### src/rtl/stack_seq_fsm.sv
// stack_seq_fsm: stack-access sequencer for the memory stage.
// Breaks one CALL/INT (push) or RET/RTI (pop) into single-word memory
// accesses across the PC and flags segments. Pops run in the exact reverse
// order of pushes, so the saved image always reads back correctly.
// Optional build macro STACK_SEQ_ERR_EN adds an 'err' output. It pulses
// for a stack request whose direction is ambiguous (mr == mw).
module stack_seq_fsm #(
    parameter int PC_WORDS   = 2,
    parameter int FLAG_WORDS = 1,
    parameter int IDX_W      = 2
) (
    input  logic             clk,
    input  logic             rst_n,
    input  logic             start,
    input  logic             stack_pc,
    input  logic             stack_flags,
    input  logic             mr,
    input  logic             mw,
    input  logic             flush,
    output logic [1:0]       seq_state,
    output logic [1:0]       seg_sel,
    output logic [IDX_W-1:0] word_sel,
    output logic             mem_rd,
    output logic             mem_wr,
    output logic             stall,
    output logic             done
`ifdef STACK_SEQ_ERR_EN
    ,
    output logic             err
`endif
);

    // The counter holds the index of the next word in the whole sequence.
    localparam int CNT_W = $clog2(PC_WORDS + FLAG_WORDS + 1);

    // Each state names the segment of the next word to issue.
    typedef enum logic [1:0] {
        IDLE      = 2'b00,
        SEG_PC    = 2'b01,
        SEG_FLAGS = 2'b10
    } state_t;

    state_t           state, state_nxt;
    logic [CNT_W-1:0] cnt, cnt_nxt;
    logic             op_pc, op_pc_nxt;
    logic             op_fl, op_fl_nxt;
    logic             op_push, op_push_nxt;

    logic             accept;
    logic             issue;
    logic             last;
    logic             cur_pc;
    logic             cur_fl;
    logic             cur_push;
    int               cur_k;
    int               total;
    logic [1:0]       cur_seg;
    logic [IDX_W-1:0] cur_word;
    logic [1:0]       nxt_seg;

    // Total number of words moved for a given set of segment requests.
    function automatic int words_in(input logic pc, input logic fl);
        return (pc ? PC_WORDS : 0) + (fl ? FLAG_WORDS : 0);
    endfunction

    // Segment holding sequence word k. A push writes PC first; a pop reads flags first.
    function automatic logic [1:0] seg_of(input logic pc, input logic fl,
                                          input logic push, input int k);
        if (push)
            return (pc && k < PC_WORDS) ? 2'b01 : 2'b10;
        else
            return (fl && k < FLAG_WORDS) ? 2'b10 : 2'b01;
    endfunction

    // Word index inside its segment for sequence word k.
    // A push counts down within each segment; a pop counts up.
    function automatic logic [IDX_W-1:0] word_of(input logic pc, input logic fl,
                                                 input logic push, input int k);
        int w;
        if (push) begin
            if (pc && k < PC_WORDS)
                w = PC_WORDS - 1 - k;
            else
                w = FLAG_WORDS - 1 - (k - (pc ? PC_WORDS : 0));
        end else begin
            if (fl && k < FLAG_WORDS)
                w = k;
            else
                w = k - (fl ? FLAG_WORDS : 0);
        end
        return IDX_W'(w);
    endfunction

    // State register: sequence position plus the operation latched at accept.
    always_ff @(posedge clk or negedge rst_n) begin
        if (!rst_n) begin
            state   <= IDLE;
            cnt     <= '0;
            op_pc   <= 1'b0;
            op_fl   <= 1'b0;
            op_push <= 1'b0;
        end else begin
            state   <= state_nxt;
            cnt     <= cnt_nxt;
            op_pc   <= op_pc_nxt;
            op_fl   <= op_fl_nxt;
            op_push <= op_push_nxt;
        end
    end

    // Decode the word offered this cycle.
    // In IDLE it comes straight from the inputs; otherwise it comes from the latched operation.
    always_comb begin
        accept = rst_n && (state == IDLE) && start && (stack_pc || stack_flags)
                 && (mr ^ mw) && !flush;
        if (state == IDLE) begin
            cur_pc   = stack_pc;
            cur_fl   = stack_flags;
            cur_push = mw;
            cur_k    = 0;
        end else begin
            cur_pc   = op_pc;
            cur_fl   = op_fl;
            cur_push = op_push;
            cur_k    = int'(cnt);
        end
        issue    = rst_n && !flush && ((state != IDLE) || accept);
        total    = words_in(cur_pc, cur_fl);
        last     = (cur_k == total - 1);
        cur_seg  = seg_of(cur_pc, cur_fl, cur_push, cur_k);
        cur_word = word_of(cur_pc, cur_fl, cur_push, cur_k);
        nxt_seg  = seg_of(cur_pc, cur_fl, cur_push, cur_k + 1);
    end

    // Next-state logic.
    // A flush abandons the sequence; otherwise each issued word advances one step.
    always_comb begin
        state_nxt   = state;
        cnt_nxt     = cnt;
        op_pc_nxt   = op_pc;
        op_fl_nxt   = op_fl;
        op_push_nxt = op_push;
        if (flush) begin
            state_nxt = IDLE;
            cnt_nxt   = '0;
        end else if (issue) begin
            if (state == IDLE) begin
                op_pc_nxt   = stack_pc;
                op_fl_nxt   = stack_flags;
                op_push_nxt = mw;
            end
            if (last) begin
                state_nxt = IDLE;
                cnt_nxt   = '0;
            end else begin
                state_nxt = (nxt_seg == 2'b01) ? SEG_PC : SEG_FLAGS;
                cnt_nxt   = CNT_W'(cur_k + 1);
            end
        end
    end

    // Output decode: strobes and indices exist only while a word is actually issued.
    always_comb begin
        seg_sel  = 2'b00;
        word_sel = '0;
        mem_rd   = 1'b0;
        mem_wr   = 1'b0;
        stall    = 1'b0;
        done     = 1'b0;
        if (issue) begin
            seg_sel  = cur_seg;
            word_sel = cur_word;
            mem_wr   = cur_push;
            mem_rd   = !cur_push;
            stall    = !last;
            done     = last;
        end
    end

    assign seq_state = state;

`ifdef STACK_SEQ_ERR_EN
    // Flag a stack request that names no unambiguous direction.
    always_comb begin
        err = rst_n && (state == IDLE) && !flush && start
              && (stack_pc || stack_flags) && !(mr ^ mw);
    end
`endif

endmodule
### config.mk
export PLATFORM = sky130hd
export DESIGN_NAME = stack_seq_fsm
export DESIGN_NICKNAME = d
export VERILOG_FILES = /design/src/rtl/stack_seq_fsm.sv
export SDC_FILE = /design/constraint.sdc
export NUM_CORES = 1
export LEC_CHECK = 0
export ABC_AREA = 1
export ABC_CLOCK_PERIOD_IN_PS = 3800
export CAP_MARGIN = 20
export CORE_MARGIN = 8
export CORE_UTILIZATION = 50
export CTS_BUF_LIST = sky130_fd_sc_hd__clkbuf_8
export CTS_CLUSTER_SIZE = 28
export DETAILED_ROUTE_END_ITERATION = 8
export DONT_BUFFER_PORTS = 1
export PLACE_DENSITY = 0.66
export SLEW_MARGIN = 25
export SYNTH_ARGS = -nofsm -noshare
export SYNTH_HDL_FRONTEND = slang
export SYNTH_SLANG_ARGS = --single-unit
### constraint.sdc
create_clock -name clk -period 3.8 [get_ports clk]
set_input_delay 0.38 -clock clk [delete_from_list [all_inputs] [get_ports clk]]
set_output_delay 0.38 -clock clk [all_outputs]
set_load 0.01 [all_outputs]
======== Yosys cells after proc, flatten, opt, wreduce, memory -nomap -nowiden ========
Cells that the tools add are included.
storage, ports and cells
  flip-flop bits (word level) ............. 7
  bits of input ports ..................... 8
  output and inout bits ................... 10
  logic and storage cells ................. 68
cells by class
  add/sub/neg operators ................... 7
  $lt $le $gt $ge ......................... 4
  equality and inequality tests ........... 2
  mux-type cells .......................... 28
  bitwise operators ....................... 2
  reductions and logical operators ........ 20
operators by type and width
  cell                                                                    number
  32-bit by 2-bit < comparator with 1-bit output (second input constant)  2
  32-bit by 3-bit < comparator with 1-bit output (second input constant)  2
  2-bit two-way mux                                                       20
  32-bit by 2-bit adder with 32-bit output (second input constant)        1
  32-bit adder                                                            1
  32-bit == test                                                          1
  32-bit by 2-bit subtractor with 32-bit output (second input constant)   1
  1-bit logical AND                                                       11
  1-bit two-way mux                                                       8
  2-bit nonzero test                                                      2
  1-bit by 2-bit subtractor with 2-bit output (first input constant)      2
  1-bit zero test                                                         3
  2-bit by 1-bit == test with 1-bit output (second input constant)        1
  2-bit zero test                                                         1
  1-bit logical OR                                                        2
  2-bit AND reduction                                                     1
  2-bit by 1-bit subtractor with 2-bit output                             1
  2-bit subtractor                                                        1
  1-bit inverter                                                          1
  1-bit bitwise XOR                                                       1

======== Depth between registers and ports, before layout ========
Gate-level depths: netlist (run 1).
  depth in word-level cells ............... 12
  depth in mapped cells ................... 11
  depth with buffers taken out ............ 11

======== Worst setup path before layout (run 1) ========
OpenSTA, ideal clock, no wires.
  path kind ............................... register -> output
  start point ............................. reg state[1], in the netlist seq_state[1]
  end point ............................... out done
  data arrival time ....................... 1771 ps
  data required time ...................... 3420 ps
  setup slack ............................. 1649 ps
  stages on the path, launching flop included .. 11
  path buffers ............................ 0
  path through ............................ dfrtp_1 > nor2_4 > nand2_1 > o21ai_2 > inv_1 > ha_1 > nand3_1 > nand2_1 > nor2_1 > nand2_2 > nor2_1
between the ends
  elaborated cells on any way between the ends .. 18
  classes of those cells .................. 2 x add/sub; 1 x eq/ne; 6 x mux; 9 x reduce/logical
RTL lines
  element                                        line  text
  start, declared                                43    state_t state, state_nxt;
  start signal, assigned                         103   state <= state_nxt;
  2-bit zero test                                116   if (state == IDLE) begin
  1-bit two-way mux                              -
  net cur_pc                                     52    logic cur_pc;
  2-bit two-way mux                              63    return (pc ? PC_WORDS : 0) + (fl ? FLAG_WORDS : 0);
  32-bit adder                                   63
  32-bit by 2-bit subtractor with 32-bit output  129   last = (cur_k == total - 1);
  32-bit == test                                 129
  1-bit two-way mux                              170   if (issue) begin
  end, declared                                  26    output logic done
The timed path passes the listed nets, and every way through them passes these cells.

======== Worst setup path in the final report (run 1) ========
Same ends and word-level chain as after synthesis.

==> reports/metrics.cfg, run 1 <==
[status]
result_of_the_run=finished, final reports clean

[clock_network]
worst_skew_pair.late_latency_ns=0.23
cts_max_path_buffers=2
ctsHtreeMaxLevel=1
clkSlewWorstSetupHoldPaths_ns=0.05
cts_root_buffer=sky130_fd_sc_hd__clkbuf_8
cts_setup_buffers=0
cts_buffers=3
clock_tree_from_tritoncts=yes
cts_sinks=7

[grt]
largest_net_degree_at_the_start_of_global_routing=14
gr-total-overflow=0
number_of_global_route_vias_before_repair=633
first_pass_grt_wire_length_um=2680
global_route.usage.total_pct=12.5
antenna_found_initial=0

[yosys]
synth_compound_area_share_pct=8.56
syn-instance-count=106
fraction_of_the_mapped_netlist_area_in_adder_cells_pct=5.70
synth.yosys.seq_area_share_pct=26.6
synth_cell_type_count=17
dominant_combinational_cell_family_by_area_after_synthesis=simple AND/OR/NAND/NOR gates
synth_simple_gate_area_share_pct=46.2
synth.area.mux_share_pct=0
synthesis.area_sq_um=658
syn_avg_cell_area_sq_um=6.21
synthesis.nets=117
yosysWarnings=0
post_synth_xor_area_fraction_pct=0
synth.ff_latch_count=7

[worst_setup_path]
cp_slowest_cell=sky130_fd_sc_hd__dfrtp_1
cp_data_arrival_time_ns=2.18
worstSetupEndpointType=primary output
cp_top_family=simple AND/OR/NAND/NOR gates
crit_fanout=10
worstSetupPathType=register to primary output
critical_path.n_buffers_inverters=1
crit_required_ns=3.42
startpoint_type=register
timing.critical_path.cells=nor2_4, nand2_1, o21ai_2, inv_1, ha_1, nand3_1, nand2_1, nor2_1, nand2_2, nor2_1
critical-path-max-stage-delay_ns=0.46

[die]
initial_core_util_pct=51.9
design.die.area_sq_um=2730
placement_rows=13
die_y_um=52.3
floorplan.io_pins=18
core_area_sq_um=1270
die-width_um=52.3

[pwr]
power_density_relative_to_cell_area_nw_per_um2=425
static-leakage-power_nw=0.393
power.ir.vdd_worst_uv=352

[detailed_routing]
wl_um=1480
firstDrtPassIters=4
route.detailed.vias_per_inst=5.06
remaining_drc_errors=0
drt-initial-drc-count=6
avgRoutedWirePerCell_um=11.8
dr_total_vias=633
antenna_left=0

[timing]
fin_crit_ns=2.56
timing.clock.skew_ns=0.00838
timing.final.setup_violations=0
maxSlewViolCount=0
final.period_utilization_pct=67.4
fin_tns_setup_ns=0
finalHoldViolCount=0
max_slew_headroom_pct=67.7
worst_slew_pin_tran_ns=0.483
max_freq_mhz=391
rsz0062_at_grt=false

[finish]
layout-drive-gt1-share_pct=15.5
area_of_combinational_cells_with_multiple_inputs_sq_um=398
fin_nets=122
antenna_diodes=0
layout-area-overhead-vs-synth_pct=10.3
postLayoutCellArea_sq_um=726
final-seq-area_sq_um=175
final_cell_mix=30 x sky130_fd_sc_hd__nand2_1, 18 x sky130_fd_sc_hd__inv_1, 15 x sky130_fd_sc_hd__nand3_1
final_common_cell=sky130_fd_sc_hd__nand2_1
num-fill-cells=139

[place]
place.gp.congestion=0.806
dp.final_hpwl_um=1210
placed_area_sq_um=669
io_buffer_count=0

[hold_path]
timing.hold.worst.class=primary input to register

[run]
max_cap_violations=0

[cells by family (layout without fill, tap and decap cells)]
family	after synthesis	after routing
buffers and inverters	21	25
and+or+nand+nor	66	66
DFF	7	7
AOI/OAI and AO/OA	9	9
adders and majority gates	3	3
[registers in the layout, summed over array words and instances (netlist names)]
register / cells
cnt: 2
seq_state: 2
op_push: 1
op_pc: 1
op_fl: 1
[layer usage]
layer / up-vias / part of all wire, % / GRT usage, %
met5: - / 0 / 0
met4: 0 / 0.74 / 3.88
met3: 2 / 8.7 / 5.11
met2: 16 / 50 / 21.1
met1: 282 / 40 / 13.9
li1: 333 / - / -
[layout make-up]
cell class | instances | area share, %
clock buffers | 3 | 5.69
clock inverters | 1 | 0.690
repair buffers | 1 | 1.38
multi-input cells | 78 | 54.8
inverters | 20 | 10.7
well taps | 15 | 2.59
flip-flops and latches | 7 | 24.1
[stage by stage]
stage | util [%] | cells | setup slack [ns] | power (W) | hold slack [ns]
final | 57.2 | 125 | 1.24 | 0.000308 | 0.380
after global routing | 57.2 | 125 | 1.02 | 0.000337 | 0.398
after CTS | 57.2 | 125 | 1.21 | 0.000312 | 0.386
after detailed placement | 52.8 | 120 | 1.47 | 0.000204 | 0.0846
after global placement | 52.8 | 120 | 1.49 | 0.000203 | 0.0846
after floorplan | - | 106 | 1.65 | 0.000185 | 0.0844
[synthesized netlist by cell type]
cell type | instances | area share, %
sky130_fd_sc_hd__buf_4 | 1 | 1.1
sky130_fd_sc_hd__o21ai_2 | 3 | 4.0
sky130_fd_sc_hd__nand2_2 | 4 | 3.8
sky130_fd_sc_hd__nand3_1 | 15 | 11
sky130_fd_sc_hd__ha_1 | 3 | 5.7
sky130_fd_sc_hd__inv_4 | 1 | 0.95
sky130_fd_sc_hd__nand2_1 | 30 | 17
sky130_fd_sc_hd__a21oi_1 | 2 | 1.5
sky130_fd_sc_hd__nor2_2 | 1 | 0.95
sky130_fd_sc_hd__dfrtp_1 | 7 | 27
sky130_fd_sc_hd__inv_1 | 18 | 10
sky130_fd_sc_hd__nor2_4 | 3 | 5.1
sky130_fd_sc_hd__inv_2 | 1 | 0.57
sky130_fd_sc_hd__o21ai_0 | 2 | 1.5
sky130_fd_sc_hd__and2_1 | 1 | 0.95
sky130_fd_sc_hd__nor2_1 | 12 | 6.8
sky130_fd_sc_hd__o21ai_1 | 2 | 1.5
[where the power goes]
group,switching [W],internal [W]
clock,0.0000341,0.0000711
sequential,0.0000103,0.0000898
combinational,0.0000693,0.0000337
total,0.000114,0.000195
[path summary, 6_finish.rpt]
| path | from | to | slack (ns) | cells after the start |
|---|---|---|---|---|
| hold reg to reg | op_push$_DFFE_PN0P_ | op_push$_DFFE_PN0P_ | 0.48 | 2 |
| hold / removal | flush | seq_state[0]$_DFFE_PN0P_ | 0.38 | 3 |
| setup / recovery | seq_state[1]$_DFFE_PN0P_ | done | 1.24 | 10 |
| setup reg to reg | seq_state[1]$_DFFE_PN0P_ | cnt[0]$_DFFE_PN0P_ | 1.77 | 11 |
| max in group asynchronous | rst_n | cnt[1]$_DFFE_PN0P_ | 3.09 | 1 |
| min in group asynchronous | rst_n | seq_state[1]$_DFFE_PN0P_ | 0.47 | 1 |
[worst min-delay path, cell delays in order]
cell,delay [ns]
sky130_fd_sc_hd__nor2_1,0.06
sky130_fd_sc_hd__nand3_1,0.08
sky130_fd_sc_hd__nand2_1,0.05
[what timing repair did]
item	4_1_cts	5_1_grt
hold buffers	1	0
setup endpoints to repair	0	0
hold endpoints to repair	7	0
gates resized for setup	0	0
(Power assumes the default switching activity.)
==> run 2, diff against run 1 <==
==> config.mk (replaced) <==
export PLATFORM = sky130hd
export DESIGN_NAME = stack_seq_fsm
export DESIGN_NICKNAME = d
export VERILOG_FILES = /design/src/rtl/stack_seq_fsm.sv
export SDC_FILE = /design/constraint.sdc
export NUM_CORES = 1
export LEC_CHECK = 0
export ABC_AREA = 0
export ABC_CLOCK_PERIOD_IN_PS = 2200
export CAP_MARGIN = 20
export CORE_AREA = 8 8 45 47
export CTS_BUF_LIST = sky130_fd_sc_hd__clkbuf_8
export CTS_CLUSTER_SIZE = 28
export DETAILED_ROUTE_END_ITERATION = 8
export DIE_AREA = 0 0 53 55
export DONT_BUFFER_PORTS = 1
export PLACE_DENSITY = 0.65
export SLEW_MARGIN = 25
export SYNTH_ARGS = -nofsm -noshare
export SYNTH_HDL_FRONTEND = slang
export SYNTH_SLANG_ARGS = --single-unit
==> constraint.sdc (replaced) <==
create_clock -name clk -period 2.2 [get_ports clk]
set_input_delay 0.22 -clock clk [delete_from_list [all_inputs] [get_ports clk]]
set_output_delay 0.22 -clock clk [all_outputs]
set_load 0.01 [all_outputs]
==> run 2 against run 1 <==
The flow now finishes with violations (setup timing). Clock power grew 70%. Synthesized cell count is 40% lower. Core utilization increased by 9.3 points. Worst setup slack lost 1.3 ns. Non-clock buffer count is 18 higher. Largest cell class unchanged.
==> reports/metrics.cfg, run 2 <==
[place]
dp.final_hpwl_um=1240
io_buffer_count=0
place_worst_setup_slack_ns=0.0430
place.gp.congestion=0.851
placed_area_sq_um=721

[status]
violations=setup timing
result_of_the_run=finished with violations

[yosys]
syn_avg_cell_area_sq_um=9.83
top_reg_cell_synth=sky130_fd_sc_hd__dfrtp_1
share_of_synthesized_flip_flops_with_an_asynchronous_set_or_reset_pct=100
synth_edf_count=0
synth.cells.most_frequent=7 x sky130_fd_sc_hd__dfrtp_1, 5 x sky130_fd_sc_hd__nor2_1, 4 x sky130_fd_sc_hd__inv_1
synthesis.area_sq_um=629
synth_largest_area_cell=sky130_fd_sc_hd__dfrtp_1
synth_area_leaders=sky130_fd_sc_hd__dfrtp_1 28%, sky130_fd_sc_hd__ha_1 6.0%, sky130_fd_sc_hd__mux2_2 5.4%
yosysWarnings=0
post-synth-top-area-fraction_pct=27.8
syn-instance-count=64
synth.ff_latch_count=7
synthesis.nets=75
post-synth-top-count-cell=sky130_fd_sc_hd__dfrtp_1
synth.yosys.seq_area_share_pct=27.8
synth_cell_type_count=35

[grt]
largest_net_degree_at_the_start_of_global_routing=10
grt.met2_usage_pct=22.3
antenna_found_initial=0
global_route.usage.total_pct=12.8
gr-total-overflow=0
use_met3_pct=5.61
first_pass_grt_wire_length_um=2710
met1_usage_pct=13.3
number_of_global_route_vias_before_repair=620
globalRoute.busiestLayer=met2

[detailed_routing]
wl_um=1700
remaining_drc_errors=0
route.detailed.vias_per_inst=5.64
firstDrtPassIters=4
avgRoutedWirePerCell_um=16.8
dr_total_vias=570
antenna_left=0
drt-initial-drc-count=6

[finish]
fin_nets=97
layout-area-overhead-vs-synth_pct=46.1
final_common_cell=sky130_fd_sc_hd__buf_4
layout-drive-gt1-share_pct=48.2
num-fill-cells=105
area_of_combinational_cells_with_multiple_inputs_sq_um=495
fin_util_pct=66.5
postLayoutCellArea_sq_um=920
final-seq-area_sq_um=175
final_cell_mix=15 x sky130_fd_sc_hd__buf_4, 7 x sky130_fd_sc_hd__dfrtp_1, 4 x sky130_fd_sc_hd__inv_1, 4 x sky130_fd_sc_hd__nor2_1
antenna_diodes=0

[worst_setup_path]
crit_required_ns=1.98
crit_fanout=3
worstSetupStartpoint=seq_state[1]$_DFFE_PN0P_
timing.rr.end=cnt[1]$_DFFE_PN0P_
r2r_setup_slk_ns=0.04
startpoint_type=register
worstSetupEndpointType=primary output
rr_startpoint=seq_state[1]$_DFFE_PN0P_
cp_data_arrival_time_ns=2.05
worst-r2r-cell-count=9
setup.worst_path.end=stall
worstSetupPathType=register to primary output

[timing]
finalHoldViolCount=0
finalWorstSetupSlack_ns=-0.0658
rsz0062_at_grt=true
fin_hold_ws_ns=0.228
fin_crit_ns=2.27
timing.final.setup_violations=1
final.period_utilization_pct=103
max_freq_mhz=441
max_slew_headroom_pct=66.5
worst_slew_pin_tran_ns=0.496
timing.clock.skew_ns=0.00222
maxSlewViolCount=0

[clock_network]
worst_skew_pair.late_latency_ns=0.23
cts_buffers=3
clkSlewWorstSetupHoldPaths_ns=0.04
cts_sinks=7
cts_max_path_buffers=2
cts_root_buffer=sky130_fd_sc_hd__clkbuf_8
ctsHtreeMaxLevel=1
clock_tree_from_tritoncts=yes

[die]
initial_core_util_pct=45.5
placement_rows=14
die-width_um=53
core_area_sq_um=1380
floorplan.io_pins=18
die_y_um=55
design.die.area_sq_um=2920

[pwr]
power.ir.vdd_worst_uv=576
power_density_relative_to_cell_area_nw_per_um2=743
static-leakage-power_nw=0.391

[run]
max_cap_violations=0

[hold_path]
timing.hold.worst.class=primary input to register

==> run 2: cell types whose count changed after synthesis, moves of 3 or more <==
cell                      previous run  this run
sky130_fd_sc_hd__nand3_1            15         1
sky130_fd_sc_hd__mux2_2              0         3
sky130_fd_sc_hd__xor2_1              0         3
sky130_fd_sc_hd__nor2_1             12         5
sky130_fd_sc_hd__nand2_2             4         1
sky130_fd_sc_hd__nor2_4              3         0
sky130_fd_sc_hd__a22o_1              0         3
sky130_fd_sc_hd__inv_1              18         4
sky130_fd_sc_hd__o21ai_2             3         0
sky130_fd_sc_hd__nand2_1            30         3
==> run 2: worst max-delay path, cell delays in order (launching register included) <==
cell and delay (ns):
sky130_fd_sc_hd__dfrtp_1 0.40, sky130_fd_sc_hd__buf_6 0.14, sky130_fd_sc_hd__nor3b_4 0.25, sky130_fd_sc_hd__a21oi_4 0.06
sky130_fd_sc_hd__ha_4 0.27, sky130_fd_sc_hd__xor2_4 0.19, sky130_fd_sc_hd__o311ai_4 0.28, sky130_fd_sc_hd__inv_2 0.09
sky130_fd_sc_hd__buf_12 0.13
==> run 2: routing by layer <==
metal	vias up	part of all wire [%]
met2	15	50
met3	4	5.8
li1	284	-
met1	267	42
met4	0	2.6
met5	-	0
==> run 2: repair_timing <==
action	CTS	global route
pin swaps	8	3
resized for setup	12	6
setup endpoints to repair	3	7
setup buffers	6	2
hold endpoints to repair	7	0
hold buffers	1	0
==> run 2: power by group <==
part	switching [W]	internal, W	total (W)
sequential	0.0000446	0.000162	0.000207
clock	0.0000570	0.000121	0.000178
combinational	0.000149	0.000151	0.000299
==> run 2: metrics by stage <==
| stage | cells | power, W | TNS (ns) |
|---|---|---|---|
| CTS | 99 | 0.000666 | -0.0758 |
| floorplan | 64 | 0.000366 | 0 |
| detailed placement | 88 | 0.000421 | 0 |
| global placement | 88 | 0.000407 | 0 |
| finish | 101 | 0.000683 | -0.0658 |
| global route | 101 | 0.000727 | -0.333 |
==> run 2: cells by family (layout without fill, tap and decap cells) <==
kind of cell / after synthesis / after routing / share of synthesized area (%)
adder cells (fa/ha/maj): 3 / 3 / 5.96
flip-flops: 7 / 7 / 27.8
AND/OR/NAND/NOR: 17 / 17 / 15.5
AO/OA/AOI/OAI: 21 / 21 / 31.2
XOR/XNOR: 5 / 5 / 6.96
multiplexers: 4 / 4 / 6.96
buffers and inverters: 7 / 28 / 5.56
==> run 2: layout make-up <==
class                      count  share of cell area (%)
timing repair buffer          19                    18.0
multi-input combinational     50                    53.9
tap                           16                    2.18
clock buffer                   3                    4.49
sequential                     7                    19.0
inverter                       5                    2.04
clock inverter                 1                   0.408
==> run 2: worst min path at each step <==
stage	startpoint	end	slack (ns)	cells after the start
global placement	rst_n	seq_state[0]$_DFFE_PN0P_	-0.08	0
CTS	flush	seq_state[1]$_DFFE_PN0P_	0.23	2
floorplan	rst_n	cnt[0]$_DFFE_PN0P_	-0.08	0
global route	flush	seq_state[1]$_DFFE_PN0P_	0.24	2
detailed placement	rst_n	seq_state[0]$_DFFE_PN0P_	-0.08	0
finish	flush	seq_state[1]$_DFFE_PN0P_	0.23	2
